## config.mk

```make
export PLATFORM = sky130hd
export DESIGN_NAME = subtractor_seq
export DESIGN_NICKNAME = d
export VERILOG_FILES = /design/src/rtl/subtractor_seq.sv
export SDC_FILE = /design/constraint.sdc
export NUM_CORES = 1
export LEC_CHECK = 0
export CORE_UTILIZATION = 35
export DETAILED_ROUTE_END_ITERATION = 16
export PLACE_DENSITY = 0.62
export SLEW_MARGIN = 40
export SYNTH_ARGS = -nofsm -noshare
export SYNTH_HDL_FRONTEND = slang
export SYNTH_SLANG_ARGS = --single-unit
```

## constraint.sdc

```tcl
create_clock -name clk -period 5 [get_ports clk]
set_input_delay 1.5 -clock clk [delete_from_list [all_inputs] [get_ports clk]]
set_output_delay 1.5 -clock clk [all_outputs]
set_load 0.01 [all_outputs]
```

## src/rtl/subtractor_seq.sv

```systemverilog
// Two-cycle 64-bit subtractor: one HALF_W-bit subtract stage is reused for the low
// half and then the high half, with the borrow chained between them.
module subtractor_seq #(
  parameter int HALF_W = 32
) (
  input  logic              clk,
  input  logic              reset,
  input  logic              start,
  input  logic [HALF_W-1:0] operand1_H,
  input  logic [HALF_W-1:0] operand1_L,
  input  logic [HALF_W-1:0] operand2_H,
  input  logic [HALF_W-1:0] operand2_L,
  input  logic              bin,
  output logic              busy,
  output logic              done,
  output logic [HALF_W-1:0] result_H,
  output logic [HALF_W-1:0] result_L,
  output logic              bout,
  output logic              overflow,
  output logic              zero
);

  // Handshake: start is accepted on a rising edge only when busy==0 (IDLE or DONE);
  // done is high for exactly one cycle and results then hold until the next done.
  typedef enum logic [1:0] {
    ST_IDLE = 2'd0,
    ST_LOW  = 2'd1,
    ST_HIGH = 2'd2,
    ST_DONE = 2'd3
  } state_t;

  state_t r_state;
  state_t w_next;

  logic [HALF_W-1:0] r_a_h, r_a_l, r_b_h, r_b_l;
  logic              r_bin;
  logic [HALF_W-1:0] r_diff_l;
  logic              r_brw_l;
  logic [HALF_W-1:0] r_result_h, r_result_l;
  logic              r_bout, r_ovf, r_zero;

  logic              w_accept;
  logic [HALF_W-1:0] w_op_a, w_op_b;
  logic              w_op_c;
  logic [HALF_W:0]   w_sub;

  assign w_accept = (r_state == ST_IDLE || r_state == ST_DONE) && start;

  always_ff @(posedge clk) begin
    if (reset) r_state <= ST_IDLE;
    else       r_state <= w_next;
  end

  always_comb begin
    w_next = r_state;
    case (r_state)
      ST_IDLE: if (start) w_next = ST_LOW;
      ST_LOW:  w_next = ST_HIGH;
      ST_HIGH: w_next = ST_DONE;
      ST_DONE: w_next = start ? ST_LOW : ST_IDLE;
      default: w_next = ST_IDLE;
    endcase
  end

  // Shared subtract stage: low half with bin, then high half with the low borrow.
  always_comb begin
    w_op_a = r_a_l;
    w_op_b = r_b_l;
    w_op_c = r_bin;
    if (r_state == ST_HIGH) begin
      w_op_a = r_a_h;
      w_op_b = r_b_h;
      w_op_c = r_brw_l;
    end
  end

  assign w_sub = {1'b0, w_op_a} - {1'b0, w_op_b} - {{HALF_W{1'b0}}, w_op_c};

  always_ff @(posedge clk) begin
    if (reset) begin
      r_a_h      <= '0;
      r_a_l      <= '0;
      r_b_h      <= '0;
      r_b_l      <= '0;
      r_bin      <= 1'b0;
      r_diff_l   <= '0;
      r_brw_l    <= 1'b0;
      r_result_h <= '0;
      r_result_l <= '0;
      r_bout     <= 1'b0;
      r_ovf      <= 1'b0;
      r_zero     <= 1'b0;
    end else begin
      if (w_accept) begin
        r_a_h <= operand1_H;
        r_a_l <= operand1_L;
        r_b_h <= operand2_H;
        r_b_l <= operand2_L;
        r_bin <= bin;
      end
      if (r_state == ST_LOW) begin
        r_diff_l <= w_sub[HALF_W-1:0];
        r_brw_l  <= w_sub[HALF_W];
      end
      // All visible results change together so no half-updated value is ever seen.
      if (r_state == ST_HIGH) begin
        r_result_h <= w_sub[HALF_W-1:0];
        r_result_l <= r_diff_l;
        r_bout     <= w_sub[HALF_W];
        r_ovf      <= (r_a_h[HALF_W-1] != r_b_h[HALF_W-1]) &&
                      (w_sub[HALF_W-1] != r_a_h[HALF_W-1]);
        r_zero     <= (w_sub[HALF_W-1:0] == '0) && (r_diff_l == '0);
      end
    end
  end

  assign busy     = (r_state == ST_LOW) || (r_state == ST_HIGH);
  assign done     = (r_state == ST_DONE);
  assign result_H = r_result_h;
  assign result_L = r_result_l;
  assign bout     = r_bout;
  assign overflow = r_ovf;
  assign zero     = r_zero;

endmodule

```

==> results of run 1 <==
cells by family (layout without fill, tap and decap cells):
kind of cell,after synthesis,in the layout,share of synthesized area (%)
buf+inv,149,345,5.04
xor+xnor,28,28,2.18
compound gates,235,235,12.1
flops,231,231,41.2
mux,161,161,14.7
fa+ha+maj,67,67,7.60
simple gates,462,462,17.2
worst register-to-register path, cell delays in order (launching register included):
cell and delay, ns:
sky130_fd_sc_hd__dfxtp_1 0.36, sky130_fd_sc_hd__inv_1 0.19, sky130_fd_sc_hd__ha_4 0.28, sky130_fd_sc_hd__buf_4 0.15
sky130_fd_sc_hd__mux2i_1 0.23, sky130_fd_sc_hd__fa_1 0.23, sky130_fd_sc_hd__inv_1 0.06, sky130_fd_sc_hd__fa_1 0.60
sky130_fd_sc_hd__nor4b_2 0.28, sky130_fd_sc_hd__nand4_1 0.15, sky130_fd_sc_hd__nor3_2 0.28, sky130_fd_sc_hd__nand4b_1 0.11
sky130_fd_sc_hd__or4_1 0.41, sky130_fd_sc_hd__or4_1 0.42, sky130_fd_sc_hd__or4_1 0.43, sky130_fd_sc_hd__nor4_2 0.16
sky130_fd_sc_hd__nand4b_1 0.14, sky130_fd_sc_hd__o31ai_2 0.18
registers in the layout (all words and copies together), names as in the netlist:
signal / cells
r_state: 2
r_a_h: 32
bout: 1
result_L: 32
zero: 1
result_H: 32
r_bin: 1
r_b_h: 32
r_diff_l: 32
r_brw_l: 1
overflow: 1
r_a_l: 32
r_b_l: 32
per-layer routing:
metal | track usage [%] | up-vias | share of wire, %
met3 | 2.18 | 38 | 4.3
li1 | - | 4866 | -
met4 | 3.66 | 0 | 1.8
met5 | 0 | - | 0
met1 | 26.8 | 4333 | 51
met2 | 27.4 | 231 | 43
Yosys cell counts (8+ instances only):
cell type and count:
sky130_fd_sc_hd__nand2_1 279, sky130_fd_sc_hd__dfxtp_1 231, sky130_fd_sc_hd__a21oi_1 161, sky130_fd_sc_hd__mux2i_1 128
sky130_fd_sc_hd__nor2_1 115, sky130_fd_sc_hd__inv_1 70, sky130_fd_sc_hd__clkbuf_1 67, sky130_fd_sc_hd__ha_1 65
sky130_fd_sc_hd__mux2_2 33, sky130_fd_sc_hd__xnor2_1 17, sky130_fd_sc_hd__o21ai_0 13, sky130_fd_sc_hd__nor4_1 11
sky130_fd_sc_hd__xor2_1 11, sky130_fd_sc_hd__a211oi_1 10, sky130_fd_sc_hd__buf_1 9, sky130_fd_sc_hd__nor3_1 9
sky130_fd_sc_hd__nand3_1 8
worst paths after layout:
check | from | to | slack [ns] | cells after the start
max reg2reg | r_state[0]$_SDFFE_PP0P_ | zero$_SDFFE_PP0P_ | 0.28 | 17
min | r_b_h[24]$_SDFFE_PP0P_ | r_b_h[24]$_SDFFE_PP0P_ | 0.45 | 2
min reg2reg | r_b_h[24]$_SDFFE_PP0P_ | r_b_h[24]$_SDFFE_PP0P_ | 0.45 | 2
max | r_state[0]$_SDFFE_PP0P_ | zero$_SDFFE_PP0P_ | 0.28 | 17
power by group:
group | internal (uW) | switching [uW] | total [uW] | leakage, uW
Sequential | 2300 | 293 | 2600 | 0.00189
Combinational | 2970 | 4180 | 7150 | 0.00339
Clock | 1160 | 762 | 1930 | 0.000431
Total | 6440 | 5240 | 11700 | 0.00570
repair_timing:
item	CTS	global route
setup buffers	0	3
gates resized for setup	0	5
setup endpoints to repair	0	4
through the flow:
stage,util [%],worst slack (ns)
after floorplan,-,0.193
after global placement,43.4,0.165
after detailed placement,43.5,0.0498
after CTS,46.3,0.0382
after global routing,46.4,-0.00238
final,46.4,0.282
area by class of cell:
class,instances,share of cell area (%)
multi-input cells,953,41.6
flip-flops and latches,231,31.6
repair buffers,227,15.6
clock buffers,37,5.21
well taps,402,3.43
inverters,70,1.79
clock inverters,11,0.777
==> impl_summary.md, run 1 <==
Outcome
The flow ran to the end, and the final reports show no timing, DRC or antenna violations.

STA
Setup violations remaining at the end of the flow were counted as 0. The setup clock skew after layout is roughly 0.011 ns. The measured slew at the worst slew-check pin is 0.815 ns. The worst-case hold slack is between 0.4 and 0.5 ns. The final hold violation count is 0. The part of the cycle the worst path needs is a little over nine tenths. The achievable clock frequency is 0.212 GHz.

The time the worst path needs with I/O delays and setup is between 4 and 5 ns. The number of max-slew violations in the final report came to 0. The setup TNS is 0 ns.

The tightest slew margin relative to the limit is 45.6%.

Logic synthesis
Counting flops with a built-in enable in the synthesized netlist gives 0. The most area-hungry cell type in the Yosys netlist is sky130_fd_sc_hd__dfxtp_1. Yosys mapped the design onto 61 distinct sky130hd cell types. The Yosys step of the flow raised 0 warnings.

For this run, asynchronously set or reset flops after synthesis account for 0%. Synthesis handed over a netlist of 1333 instances. The predominant post-synthesis flop cell is sky130_fd_sc_hd__dfxtp_1. The synthesized design contains roughly 230 register bits. In this run the biggest area consumer among cell types represents roughly 41% of the synthesized area. In this run the mean area of a mapped cell was about 8.4 um2. Counting every net in the synthesized netlist gives 1532. The sequential fraction of the synthesis area is about two fifths.

The cell area after technology mapping is about 0.011 mm2. After synthesis, the cell types taking the most area are sky130_fd_sc_hd__dfxtp_1 41%, sky130_fd_sc_hd__mux2i_1 11%, sky130_fd_sc_hd__nand2_1 9.3%.

Detailed routing
The mean number of vias per cell is 4.90. The detailed-router iteration count before antenna repair is 4. The number of DRC markers after the initial detailed-route iteration is 601. Across all layers, the routed design uses 9468 vias. After detailed routing, the number of remaining DRC violations is 0. The average wire length per cell after detail routing is roughly 16 um. The count of nets left with antenna violations once routing finished came out at 0. The post-detailed-routing wire length is 30000 um.

Cells and area
At the end of the flow, the number of nets in the layout was between 1500 and 2000. The multi-input combinational cells in the finished layout cover a total of between 0.006 and 0.007 mm2. The finished cells cover 0.0147 mm2. In the layout the commonest cells are 279 x sky130_fd_sc_hd__nand2_1, 231 x sky130_fd_sc_hd__dfxtp_1, 199 x sky130_fd_sc_hd__clkdlybuf4s50_1. 0 antenna diodes ended up in the layout. The library cell used most frequently in the layout, excluding fill and tap cells, is sky130_fd_sc_hd__nand2_1. The total of fill cells in the finished design is 3079. After the flow finishes, the layout carries non-filler instances totaling just under 2000. The area growth from synthesis to layout is 30.5%. The post-route netlist has 7.91% of its cells at a drive strength greater than 1. The combined flip-flop and latch cell area is 0.00462 mm2.

Power and ir drop
In this run the power density over the cells is 797 mW/mm2. The analysis attributes to cell leakage a power of 0.00570 uW. After layout, the design draws a total of approximately 12000 uW. The peak supply drop is roughly 0.00038 V.

Die
The number of top-level pins is between 200 and 250. The die is 181 um tall. The floorplan has between 60 and 70 rows. The effective utilization at floorplan is around 36%. The placeable core area is ~0.032 mm2. The die is around 180 um wide. The total die area is between 0.03 and 0.04 mm2.

Clocking
The total number of clock tree sinks is 231. Buffers inserted to repair hold after CTS numbered 0. TritonCTS created 26 clock buffers.

TritonCTS built the clock tree. The number of buffers between clock root and the deepest sink is 3. The tree is rooted in a sky130_fd_sc_hd__clkbuf_16. The clock slew seen by the registers of the worst setup and hold paths is approximately 0.060 ns. The total number of H-tree levels is 1.

At the later pin of the worst-skew pair, clock insertion delay measures 0.53 ns.

Critical path
The worst-path cell with the longest stage delay is sky130_fd_sc_hd__fa_1. The worst setup path is captured at a flip-flop. For the worst setup path, the data arrival time is roughly 5.2 ns. For this run, the slowest stage of the critical path takes about 0.60 ns. Walking the worst path, the cells encountered are inv_1 -> ha_4 -> buf_4 -> mux2i_1 -> fa_1 -> inv_1 -> fa_1 -> nor4b_2 -> nand4_1 -> nor3_2 -> nand4b_1 -> or4_1 -> or4_1 -> or4_1 -> nor4_2 -> nand4b_1 -> o31ai_2. The required arrival time at the worst endpoint is 5.44 ns. The classification of the worst setup path is flip-flop to flip-flop.

The most frequent cell on the critical path is sky130_fd_sc_hd__or4_1. STA classifies the critical path startpoint as a flip-flop. The gate family responsible for the most delay along the worst path is simple AND/OR/NAND/NOR gates.

Along the worst path, the maximum fanout reaches 12. The number of buffer and inverter instances along the worst setup path is 3.

GRT
Across every metal layer, demand over resource in global routing totals 17.9%. The number of global-route vias before repair is about 8900. Entering global routing, the biggest net connects 123 pins. The initial antenna violation count was 0. For this run the aggregate overflow at the end of global routing stands at 0. The first global-routing pass estimated 47400 um of wire.

Place
The number of buffer cells added on primary ports is 200. The post-detailed-placement half-perimeter wirelength is around 22000 um. The number of instances in the placed design is ~1900.

After detailed placement, the total cell area comes to 0.0137 mm2. The routability congestion estimate from global placement is between 0.8 and 0.9.

Flow run
Max-cap violations in this run came to 0.

Hold path
The min-delay analysis places its worst path in the category flip-flop to flip-flop.
Power figures use the tool's default switching activity.
==> run 2, diff against run 1 <==
--- a/config.mk
+++ b/config.mk
@@ -8,6 +8,7 @@
 export CORE_UTILIZATION = 35
 export DETAILED_ROUTE_END_ITERATION = 16
 export PLACE_DENSITY = 0.62
+export SKIP_CTS_REPAIR_TIMING = 1
 export SLEW_MARGIN = 40
 export SYNTH_ARGS = -nofsm -noshare
 export SYNTH_HDL_FRONTEND = slang
==> results of run 2 <==
No change in the layout: final DEF, timing and power equal those of run 1.
